File: src/rtl/custom_controller_device_pkg.sv
// custom_controller_pkg: shared state type and constants for the controller-side serial responder
package custom_controller_pkg;
  typedef enum logic [1:0] {LOAD, SHIFT, DONE} ctrl_dev_state_t;
  localparam int CTRL_NUM_BUTTONS = 8;
  localparam logic CTRL_IDLE_LEVEL = 1'b1;
endpackage

File: src/rtl/custom_controller_device_if.sv
// custom_controller_device_if: host link signals between the host reader and the controller responder
interface custom_controller_device_if import custom_controller_pkg::*; #(
  parameter int NUM_BUTTONS = CTRL_NUM_BUTTONS
);
  logic                   latch;
  logic                   pulse;
  logic [NUM_BUTTONS-1:0] btn_in;
  logic                   data;
  logic                   busy;
  logic                   frame_done;
  modport master (output latch, pulse, btn_in, input data, busy, frame_done);
  modport slave  (input latch, pulse, btn_in, output data, busy, frame_done);
endinterface

File: src/rtl/custom_controller_device_conditioner.sv
// ctrl_input_conditioner: synchronizer, glitch filter and edge-detect register for one async input
module ctrl_input_conditioner #(
  parameter int SYNC_STAGES = 2,
  parameter int FILTER_LEN  = 4
) (
  input  logic clk,
  input  logic rst,
  input  logic i_raw,
  output logic o_filt,
  output logic o_filt_q
);
  localparam int CW = $clog2(FILTER_LEN + 1);
  logic [SYNC_STAGES-1:0] r_sync;
  logic [CW-1:0]          r_cnt;
  logic                   r_filt;
  logic                   r_filt_q;
  logic                   w_s;
  assign w_s = r_sync[SYNC_STAGES-1];
  // r_cnt counts consecutive samples disagreeing with the filtered level
  always_ff @(posedge clk) begin
    if (rst) begin
      r_sync   <= '1;
      r_cnt    <= '0;
      r_filt   <= 1'b1;
      r_filt_q <= 1'b1;
    end else begin
      r_sync   <= SYNC_STAGES'({r_sync, i_raw});
      r_filt_q <= r_filt;
      if (w_s == r_filt) r_cnt <= '0;
      else if (r_cnt == CW'(FILTER_LEN - 1)) begin
        r_filt <= w_s;
        r_cnt  <= '0;
      end else r_cnt <= r_cnt + CW'(1);
    end
  end
  assign o_filt   = r_filt;
  assign o_filt_q = r_filt_q;
endmodule

File: src/rtl/custom_controller_device.sv
// custom_controller_device: snapshots active-low buttons while latch is low and shifts them out MSB first on filtered pulse edges
module custom_controller_device import custom_controller_pkg::*; #(
  parameter int NUM_BUTTONS = CTRL_NUM_BUTTONS,
  parameter int SYNC_STAGES = 2,
  parameter int FILTER_LEN  = 4
) (
  input logic clk,
  input logic rst,
  custom_controller_device_if.slave bus
);
  localparam int CW = $clog2(NUM_BUTTONS);
  ctrl_dev_state_t        r_state;
  logic [NUM_BUTTONS-1:0] r_btn_sync [SYNC_STAGES];
  logic [NUM_BUTTONS-1:0] r_shift;
  logic [CW-1:0]          r_cnt;
  logic                   r_data;
  logic                   r_busy;
  logic                   r_done;
  logic                   w_latch_f;
  logic                   w_latch_q;
  logic                   w_pulse_f;
  logic                   w_pulse_q;
  logic                   w_latch_rise;
  logic                   w_latch_fall;
  logic                   w_pulse_rise;
  logic [NUM_BUTTONS-1:0] w_btn;
  ctrl_input_conditioner #(.SYNC_STAGES(SYNC_STAGES), .FILTER_LEN(FILTER_LEN)) u_latch (
    .clk(clk), .rst(rst), .i_raw(bus.latch), .o_filt(w_latch_f), .o_filt_q(w_latch_q)
  );
  ctrl_input_conditioner #(.SYNC_STAGES(SYNC_STAGES), .FILTER_LEN(FILTER_LEN)) u_pulse (
    .clk(clk), .rst(rst), .i_raw(bus.pulse), .o_filt(w_pulse_f), .o_filt_q(w_pulse_q)
  );
  assign w_latch_rise = w_latch_f & ~w_latch_q;
  assign w_latch_fall = ~w_latch_f & w_latch_q;
  assign w_pulse_rise = w_pulse_f & ~w_pulse_q;
  assign w_btn        = r_btn_sync[SYNC_STAGES-1];
  always_ff @(posedge clk) begin
    if (rst) begin
      for (int k = 0; k < SYNC_STAGES; k++) r_btn_sync[k] <= '1;
    end else begin
      r_btn_sync[0] <= bus.btn_in;
      for (int k = 1; k < SYNC_STAGES; k++) r_btn_sync[k] <= r_btn_sync[k-1];
    end
  end
  // latch handling is checked before pulse edges so a coincident pulse is dropped
  always_ff @(posedge clk) begin
    if (rst) begin
      r_state <= LOAD;
      r_shift <= '1;
      r_cnt   <= '0;
      r_data  <= CTRL_IDLE_LEVEL;
      r_busy  <= 1'b0;
      r_done  <= 1'b0;
    end else begin
      r_done <= 1'b0;
      unique case (r_state)
        LOAD: begin
          if (w_latch_rise) begin
            r_state <= SHIFT;
            r_cnt   <= '0;
            r_busy  <= 1'b1;
          end else begin
            r_shift <= w_btn;
            r_data  <= w_btn[NUM_BUTTONS-1];
          end
        end
        SHIFT: begin
          if (w_latch_fall) begin
            r_state <= LOAD;
            r_busy  <= 1'b0;
          end else if (w_pulse_rise) begin
            r_shift <= {r_shift[NUM_BUTTONS-2:0], CTRL_IDLE_LEVEL};
            r_data  <= r_shift[NUM_BUTTONS-2];
            if (r_cnt == CW'(NUM_BUTTONS - 1)) begin
              r_state <= DONE;
              r_busy  <= 1'b0;
              r_done  <= 1'b1;
            end else r_cnt <= r_cnt + CW'(1);
          end
        end
        DONE: begin
          r_data  <= CTRL_IDLE_LEVEL;
          r_state <= w_latch_f ? DONE : LOAD;
        end
        default: r_state <= LOAD;
      endcase
    end
  end
  assign bus.data       = r_data;
  assign bus.busy       = r_busy;
  assign bus.frame_done = r_done;
endmodule

File: src/flat_wrapper.sv
// flat-port wrapper written by rule: the top's interface ports become plain ports
module custom_controller_device_flat import custom_controller_pkg::*;
#(
  parameter int NUM_BUTTONS = CTRL_NUM_BUTTONS,
  parameter int SYNC_STAGES = 2,
  parameter int FILTER_LEN  = 4
)
  (clk, rst, bus_latch, bus_pulse, bus_btn_in, bus_data, bus_busy, bus_frame_done);
  custom_controller_device_if #(.NUM_BUTTONS(NUM_BUTTONS)) bus_i ();
  input logic clk;
  input logic rst;
  input wire logic [$bits(bus_i.latch)-1:0] bus_latch;
  input wire logic [$bits(bus_i.pulse)-1:0] bus_pulse;
  input wire logic [$bits(bus_i.btn_in)-1:0] bus_btn_in;
  output wire logic [$bits(bus_i.data)-1:0] bus_data;
  output wire logic [$bits(bus_i.busy)-1:0] bus_busy;
  output wire logic [$bits(bus_i.frame_done)-1:0] bus_frame_done;
  assign bus_i.latch = bus_latch;
  assign bus_i.pulse = bus_pulse;
  assign bus_i.btn_in = bus_btn_in;
  assign bus_data = bus_i.data;
  assign bus_busy = bus_i.busy;
  assign bus_frame_done = bus_i.frame_done;
  custom_controller_device #(.NUM_BUTTONS(NUM_BUTTONS), .SYNC_STAGES(SYNC_STAGES), .FILTER_LEN(FILTER_LEN)) u_core (.clk(clk), .rst(rst), .bus(bus_i));
endmodule
File: config.mk
export PLATFORM = sky130hd
export DESIGN_NAME = custom_controller_device_flat
export DESIGN_NICKNAME = d
export VERILOG_FILES = /design/src/rtl/custom_controller_device_pkg.sv /design/src/rtl/custom_controller_device_if.sv /design/src/rtl/custom_controller_device_conditioner.sv /design/src/rtl/custom_controller_device.sv /design/src/flat_wrapper.sv
export SDC_FILE = /design/constraint.sdc
export NUM_CORES = 1
export LEC_CHECK = 0
export CORE_AREA = 2 2 57 59
export DETAILED_ROUTE_END_ITERATION = 10
export DIE_AREA = 0 0 59 61
export DONT_BUFFER_PORTS = 1
export HOLD_SLACK_MARGIN = 0.08
export PLACE_DENSITY = 0.75
export SLEW_MARGIN = 20
export SYNTH_ARGS = -nofsm -noshare
export SYNTH_HDL_FRONTEND = slang
export SYNTH_SLANG_ARGS = --single-unit
File: constraint.sdc
create_clock -name clk -period 1.9 [get_ports clk]
set_input_delay 0.285 -clock clk [delete_from_list [all_inputs] [get_ports clk]]
set_output_delay 0.285 -clock clk [all_outputs]
set_load 0.01 [all_outputs]
==> results.md <==
* DRT Pass-1 Iters at 4
* Final Power at approximately 1.8 mW
* Layout area overhead at 12.3%
* Crit start category: flop
* CP Data Required Time at 2150 ps
* Core area at 2950 sq um
* Routed WL at slightly below 3000 microns
* Mux cell area share after synthesis at 4.55%
* Max stage delay on crit path at ~370 ps
* Fill count at 235
* H-tree depth at 2
* 1st-iter DRT viols at 19
* # Max-Cap Violations at 0
* Mapped Cells at 171
* DR DRC count at 0
* Die area at ~3600 sq um
* Net count reported at finish at 207
* Worst vdd ir at about 0.73 mV
* Fin crit period at around 1800 ps
* Synth Area in XOR/XNOR at 0.996%
* Vias at 1218
* Total grt overflow at 0
* Leakage at ~0.75 nW
* Synth top cells by count: dfxtp_1 (45), or2_2 (23), o21ai_0 (12), ha_1 (11), inv_1 (11)
* Count leader, synth: dfxtp_1
* Adder-cell share of the synthesized area at about 7.8%
* Clock sink total at 45
* Routability congestion estimate at 0.786
* Post-synthesis cell type count at 36
* Vias in the first global route at approximately 1200
* Hold Vio Cnt, Final at 0
* Final setup vio count at 0
* Synth top area share at ~50%
* # IOs at 15
* Root buffer cell: clkbuf_4
* Power density over the cells at 908 nW/um^2
* Kind of critical path: reg -> reg
* Die height at 61 microns
* Worst-path cell chain: inv_1 > ha_1 > nor2b_1 > nor3b_2 > o221ai_1 > a221oi_1
* Number of I/O port buffers at 0
* Fraction of the mapped netlist area in simple logic gates at 17.4%
* All-layer global routing usage at roughly 19%
* Outcome: finished clean
* Post-synthesis compound-gate area fraction at 14.0%
* Dominant synthesized flop cell: dfxtp_1
* Final worst slack at 134 ps
* Ant diodes at 0
* Layout cells sized above 1 at 21.2%
* Worst path arrival time at between 2000 and 2500 ps
* Fmax at ~570 MHz
* Net Count, Synth at 194
* Slowest cell on crit path: dfxtp_1
* Pre-CTS setup slack at 140 ps
* Max Root-Sink Buffers at 2
* Num rows at 20
* Largest net degree at the start of global routing at 30
* Slew HR at 45.4%
* Ys async rst share at 0%
* Initial antenna violation count at 0
* Sequential area share after synthesis at between 50% and 60%
* Critical path capture point type: flop
* Tcrit/Tclk final at 92.9%
* DP HPWL at 1940 microns
* Slew @ Worst Pin at 817 ps
* #FFs+latches synth at 45
* Unrepaired setup endpoints after global routing: true
* Die X at ~59 microns
* Worst-Skew Late Latency at 350 ps
* First-pass GRT wire length at around 5200 microns
* Yosys warnings at 0
* Syn Area/Cell at 10.3 sq um
* Routed Antenna Nets at 0
* Drt via density at 5.61
* Worst Path Max Fanout at 6
* Clock Skews at approximately 15 ps
* Starting Density at 59.6%
* Synth top area cells: dfxtp_1 (51%), or2_2 (8.2%), ha_1 (7.8%), mux2i_1 (4.6%), o21ai_0 (3.4%)
* Routed WL per cell at 13.7 microns
* Clock-pin slew on the worst setup and hold paths at ~120 ps
* Area leader, netlist: dfxtp_1
* Mapped Area at 1760 sq um
* TritonCTS clock tree: done
* Main combinational cell family by area after synthesis: simple AND/OR/NAND/NOR gates
* Hold/Removal Path Class: in -> reg
* Final Max Tran Viols at 0
* Clock buffer count from CTS at 5
* Fin util at roughly 67%
* EDFF count, synth at 0
worst max-delay path, delay by kind of cell, from the launching register on:
family,cells,cell delay (ps)
buffers and inverters,1,100
AO/OA/AOI/OAI,2,470
flip-flops,1,370
AND/OR/NAND/NOR,2,470
adder cells (fa/ha/maj),1,260
flip-flops by register name (all words and copies together), names as in the netlist, 2 cells and up:
| name | count |
|---|---|
| u_core.r_btn_sync | 16 |
| u_core.r_cnt | 3 |
| u_core.r_shift | 7 |
| u_core.u_pulse.r_sync | 2 |
| u_core.u_pulse.r_cnt | 3 |
| u_core.r_state | 2 |
| u_core.u_latch.r_sync | 2 |
| u_core.u_latch.r_cnt | 3 |
placed cells by master (no fill, tap or decap), types with 3 or more instances in the layout:
cell / synthesis / layout
clkbuf_4: 0 / 5
dfxtp_1: 45 / 45
dlygate4sd3_1: 0 / 11
ha_1: 11 / 10
inv_1: 11 / 11
mux2i_1: 8 / 8
nand2_1: 5 / 5
nor2_1: 8 / 8
o211ai_1: 6 / 6
o21ai_0: 12 / 12
or2_2: 23 / 23
or3_1: 3 / 3
through the flow:
stage | cell area [sq um] | hold slack (ps) | std cells | TNS (ps)
finish | 1980 | 137 | 217 | 0
global route | 1980 | 116 | 217 | -12.7
CTS | 1970 | 120 | 217 | 0
detailed placement | 1790 | 360 | 199 | 0
global placement | 1790 | 358 | 199 | 0
floorplan | 1760 | 389 | 171 | 0
per-layer routing:
metal / GRT usage [%] / vias to the layer above / wire length (microns)
li1: - / 609 / -
met1: 22.5 / 574 / 1340
met2: 32.1 / 29 / 1470
met3: 6.61 / 6 / 115
met4: 8.77 / 0 / 49
met5: 0 / - / 0
cell type report:
type                       instances  area [sq um]  share of cell area, %
clock inverter                     2          35.0                   1.77
timing repair buffer              13           125                   6.33
multi-input combinational        108           795                   40.2
inverter                          11          41.3                   2.09
tap                               33          41.3                   2.09
sequential                        45           901                   45.6
clock buffer                       5          37.5                   1.90
cells by family (layout without fill, tap and decap cells):
kind of cell             Yosys count  in the layout
buffers and inverters             18             31
AO/OA/AOI/OAI                     36             36
multiplexers                       8              8
AND/OR/NAND/NOR                   51             51
adder cells (fa/ha/maj)           11             11
flip-flops                        45             45
XOR/XNOR                           2              2
final timing paths:
path,start,to,slack (ps),cells past startpoint
setup / recovery,u_core.r_state[1],u_core.bus.busy,130,6
hold / removal,rst,u_core.u_latch.r_cnt[2],140,2
setup reg to reg,u_core.r_state[1],u_core.bus.busy,130,6
hold reg to reg,u_core.r_btn_sync[0][5],u_core.r_btn_sync[0][13],410,1
power by group:
part | total (mW) | leakage (nW) | internal [mW] | switching, mW
clock | 0.561 | 0.0410 | 0.268 | 0.293
combinational | 0.210 | 0.342 | 0.0978 | 0.112
sequential | 1.02 | 0.369 | 0.996 | 0.0265
repair_timing:
action | in CTS | in global routing
endpoints found under the hold margin | 29 | 0
endpoints found under the setup margin | 0 | 7
setup buffers | 0 | 0
resized for setup | 0 | 2
hold buffers | 11 | 0
(Power assumes the default switching activity.)
==> RTL change 1: new RTL, same flow settings <==
Encoding of `ctrl_dev_state_t`: now one-hot (3 bits for 3 states).
--- a/src/rtl/custom_controller_device_pkg.sv
+++ b/src/rtl/custom_controller_device_pkg.sv
@@ -2,3 +2,3 @@
 package custom_controller_pkg;
-  typedef enum logic [1:0] {LOAD, SHIFT, DONE} ctrl_dev_state_t;
+  typedef enum logic [2:0] {LOAD = 3'b001, SHIFT = 3'b010, DONE = 3'b100} ctrl_dev_state_t;
   localparam int CTRL_NUM_BUTTONS = 8;
Behaviour: same outputs for any inputs over 10 cycles, from zero or initial values and one cycle with rst high; not proved beyond that.
==> RTL change 1 against the original RTL <==
- routed wire length is 2.3% lower
- clock skew down 7.0 ps
- cell area up 0.25%
- area after synthesis rose by 2.6%
- sequential cell count grew 1
- worst hold slack worse by 10 ps
- worst setup slack improved by 11 ps
- sequential share of layout area increased by 0.90 points
- critical path type unchanged
Power is not compared: it rests on default switching activity, and its combinational part moved more than twofold at a synthesized area within 25%.
==> RTL change 1: results (changes against the original RTL) <==
status: finished, final reports clean
max incr delay on CP: 480 ps (+110 ps)
DP HPWL: 1900 microns (-2.1%)
vias per cell: 5.46 (-2.6%)
inverter count: 4 (-7)
Critical Path Slowest Stage Cell: or3b_1
GR Util All Layers: 0.189 (-0.00325)
P_seq: 1.01 mW
clk slew on worst S/H paths: 140 ps (+20 ps)
grt met3 use: 0.0490 (-0.0171)
worst clock skew: 7.59 ps (-7.00 ps)
nonclk buf count: 15 (+2)
met2 WL post-DR: 1480 microns (+0.41%)
fillcell total: 222 (-5.5%)
post-layout util: 0.671 (+0.00170)
Reg2Reg Depth: 5 (-1)
Seq/total area: 0.465 (+0.00895)
Layout clock area frac: 0.0322 (-0.00451)
pre-CTS WS: 169 ps (+28.7 ps)
final-layout non-clock buffer area share: 0.0682 (+0.00489)
biggest registers after layout: u_core.r_btn_sync (16), u_core.r_shift (7)
Placed Area: 0.00181 sq mm (+1.4%)
top cells by area, synth: dfxtp_1 51%, or2_2 7.6%, ha_1 4.2%
synth cell count leaders: 46 x dfxtp_1, 22 x or2_2, 18 x nand2_1
Distinct cells, synth: 38 (+5.6%)
Seq/Total Area, Yosys: 0.510 (-0.00169)
share of cells above drive strength 1: 0.209 (-0.00253)
Final Power: 1.57 mW
met1 wire length: 1280 microns (-4.5%)
M2 GR Usage: 0.329 (+0.00794)
met1 usage in global routing: 0.222 (-0.00281)
Nets: 208 (+0.48%)
multi-input logic cell count: 118 (+9.3%)
routed len/inst: 13.0 microns (-5.4%)
Net Count, Synth: 196 (+1.0%)
Mapped Avg Cell Area: 10.1 sq um (-1.5%)
routability cong.: 0.815 (+3.6%)
number of global-route vias before repair: 1200 (-2.6%)
Slew Limit Headroom: 0.653 (+0.199)
DRT Wirelength: 2910 microns (-2.3%)
fraction of area in multi-input gates: 0.406 (+0.00404)
==> RTL change 1: what timing repair did <==
| item | in CTS | in global routing |
|---|---|---|
| hold endpoints to repair | 37 | 0 |
| hold buffers | 11 | 0 |
| setup buffers | 0 | 0 |
==> RTL change 1: worst max-delay path: cells and delay by family, from the launching register on <==
family | cells | cell delay [ps]
DFF | 1 | 330
buffers and inverters | 1 | 160
AOI/OAI and AO/OA | 3 | 750
and+or+nand+nor | 1 | 480
==> RTL change 1: cells by family after synthesis <==
family          count (synthesis)  share of synthesized area
compound gates                 37                      0.158
xor+xnor                        2                    0.00971
fa+ha+maj                       6                     0.0416
buf+inv                        14                     0.0437
flops                          46                      0.510
mux                             1                    0.00624
simple gates                   72                      0.230
==> RTL change 1: worst paths after layout <==
path                              end  slack [ps]
max                   u_core.bus.data         150
min           u_core.u_pulse.r_cnt[2]         130
max reg2reg           u_core.bus.data         150
min reg2reg  u_core.r_btn_sync[0][14]         430
==> RTL change 2: new RTL, same settings <==
Made on the original files. `FILTER_LEN` is set to 4 in 3 places; all go to 8.
--- a/src/rtl/custom_controller_device_conditioner.sv
+++ b/src/rtl/custom_controller_device_conditioner.sv
@@ -3,3 +3,3 @@
   parameter int SYNC_STAGES = 2,
-  parameter int FILTER_LEN  = 4
+  parameter int FILTER_LEN  = 8
 ) (
--- a/src/rtl/custom_controller_device.sv
+++ b/src/rtl/custom_controller_device.sv
@@ -4,3 +4,3 @@
   parameter int SYNC_STAGES = 2,
-  parameter int FILTER_LEN  = 4
+  parameter int FILTER_LEN  = 8
 ) (
--- a/src/flat_wrapper.sv
+++ b/src/flat_wrapper.sv
@@ -5,3 +5,3 @@
   parameter int SYNC_STAGES = 2,
-  parameter int FILTER_LEN  = 4
+  parameter int FILTER_LEN  = 8
 )
Check against the original RTL: no difference found for any inputs over 10 cycles, from zero or initial values and one cycle with rst high; that may be too few to reach the edited logic, so the function may still have changed.
==> RTL change 2 against the original RTL <==
- routed wire length up 14%
- worst setup slack worse by 49 ps
- sequential cell count up 2
- cell count up 12%
- area after synthesis up 8.3%
- die area unchanged
- first-iteration DRC count rose to 3.5 times the old value
- cell area up 15%
- clock skew up 1.9 ps
Power is not compared: it rests on default switching activity, and its combinational part moved more than twofold at a synthesized area within 25%.
==> RTL change 2: results (changes against the original RTL) <==
status: finished, final reports clean
CTS buffer count: 5 (unchanged)
Seq/Total Area, Yosys: 0.494 (-0.0180)
min-delay worst type: in2reg
max cap viols: 0 (unchanged)
GR Util All Layers: 0.217 (+0.0250)
share of cells above drive strength 1: 0.295 (+0.0833)
multi-input logic cell count: 128 (+19%)
register area: 946 sq um (+5.0%)
CP endpoint: u_core.r_cnt[0]
DRT Wirelength: 3400 microns (+14%)
largest net degree at the start of global routing: 42 (+40%)
DR iter-0 viols: 67 (+48)
top cells by area, synth: dfxtp_1 49%, or2_2 7.6%, ha_1 5.9%
Syn. warnings: 0 (unchanged)
inverter count: 3 (-8)
Hold Path End: u_core.u_latch.r_cnt[0]
clk_buf instances: 6 (+1)
routability cong.: 0.804 (+2.2%)
worst hold start: rst
Via Count: 1356 (+11%)
biggest registers after layout: u_core.r_btn_sync (16), u_core.r_shift (7)
worst flop-to-flop path startpoint: u_core.r_state[0]
Synth async-reset ratio: 0 (unchanged)
vias per cell: 5.58 (-0.58%)
1st-pass router iterations: 4 (unchanged)
Critical Path Start: u_core.r_state[0]
Port Buffers: 0 (unchanged)
clk slew on worst S/H paths: 130 ps
leakage: 0.861 nW
Synth Instances: 187 (+9.4%)
Reg2Reg Depth: 7 (+1)
final-layout non-clock buffer area share: 0.101 (+0.0376)
Distinct cells, synth: 35 (-2.8%)
CTS max path bufs: 2 (unchanged)
CTS root buf: clkbuf_4
synth cell count leaders: 47 x dfxtp_1, 23 x or2_2, 15 x nor2_1
Seq Cell Count: 47 (+4.4%)
CP max FO: 6 (unchanged)
diode count: 0 (unchanged)
nonclk buf count: 25 (+12)
Layout clock area frac: 0.0314 (-0.00529)
pre-CTS WS: -70.5 ps (-211 ps)
fin worst setup slack: 85.6 ps (-48.9 ps)
initial antenna violation count: 0 (unchanged)
CP arrival: 2120 ps (+110 ps)
fraction of area in multi-input gates: 0.426 (+0.0242)
Hold Crit Depth: 3 (+1)
maximum VDD drop: 0.000611 V
first-pass GRT wire length: 5730 microns (+10%)
Net Count, Synth: 208 (+7.2%)
worst skew pair latency: 360 ps
Worst Tran Pin Value: 349 ps (-468 ps)
DP HPWL: 2240 microns (+15%)
Nets: 231 (+12%)
DP Cell Count: 223 (+12%)
worst clock skew: 16.5 ps (+1.90 ps)
die area: 0.00360 sq mm (unchanged)
fillcell total: 207 (-12%)
## RTL change 2: cell count changes after synthesis, sizes merged, moves of 3 or more
cell,change
or3,-3
a21oi,+7
o211ai,-5
inv,-8
nand2b,+5
nand2,+6
o21ai,-8
a211o,+8
nor2,+7
## RTL change 2: per-layer routing
| metal | part of all wire | GRT usage | routed length, microns |
|---|---|---|---|
| met5 | 0 | 0 | 0 |
| met4 | 0.019 | 0.0974 | 64 |
| met3 | 0.035 | 0.0597 | 118 |
| met2 | 0.53 | 0.406 | 1810 |
| met1 | 0.41 | 0.227 | 1410 |
## RTL change 2: report_power, final
| part | internal [mW] | switching, mW |
|---|---|---|
| combinational | 0.0396 | 0.0240 |
| clock | 0.272 | 0.291 |
| sequential | 1.01 | 0.00895 |
| total | 1.32 | 0.324 |
## RTL change 2: repair_timing
item,CTS,global route
pin swaps,1,6
buffers inserted,0,2
hold buffers,11,0
endpoints found under the setup margin,8,11
endpoints found under the hold margin,41,0
gates resized for setup,1,16
## RTL change 2: cells by family (layout without fill, tap and decap cells)
logic type | count (synthesis) | count (layout) | synth area share
simple gates | 72 | 72 | 0.212
fa+ha+maj | 9 | 9 | 0.0591
xor+xnor | 6 | 6 | 0.0276
buf+inv | 12 | 35 | 0.0256
compound gates | 32 | 32 | 0.133
flops | 47 | 47 | 0.494
mux | 9 | 9 | 0.0480
## RTL change 2: per-stage QoR
stage	cell area [sq um]	hold slack, ps	TNS (ps)
floorplan	1900	389	0
global placement	2000	357	0
detailed placement	2000	359	-159
CTS	2190	112	-34.6
global route	2270	112	-35.6
finish	2270	121	0
## RTL change 2: worst max-delay path, stage by stage, from the launching register on
cell and delay (ps):
dfxtp_4 420, inv_4 50, ha_4 180, buf_4 130, nor4b_2 340, o21ai_2 120
or3b_4 380, a21oi_2 130
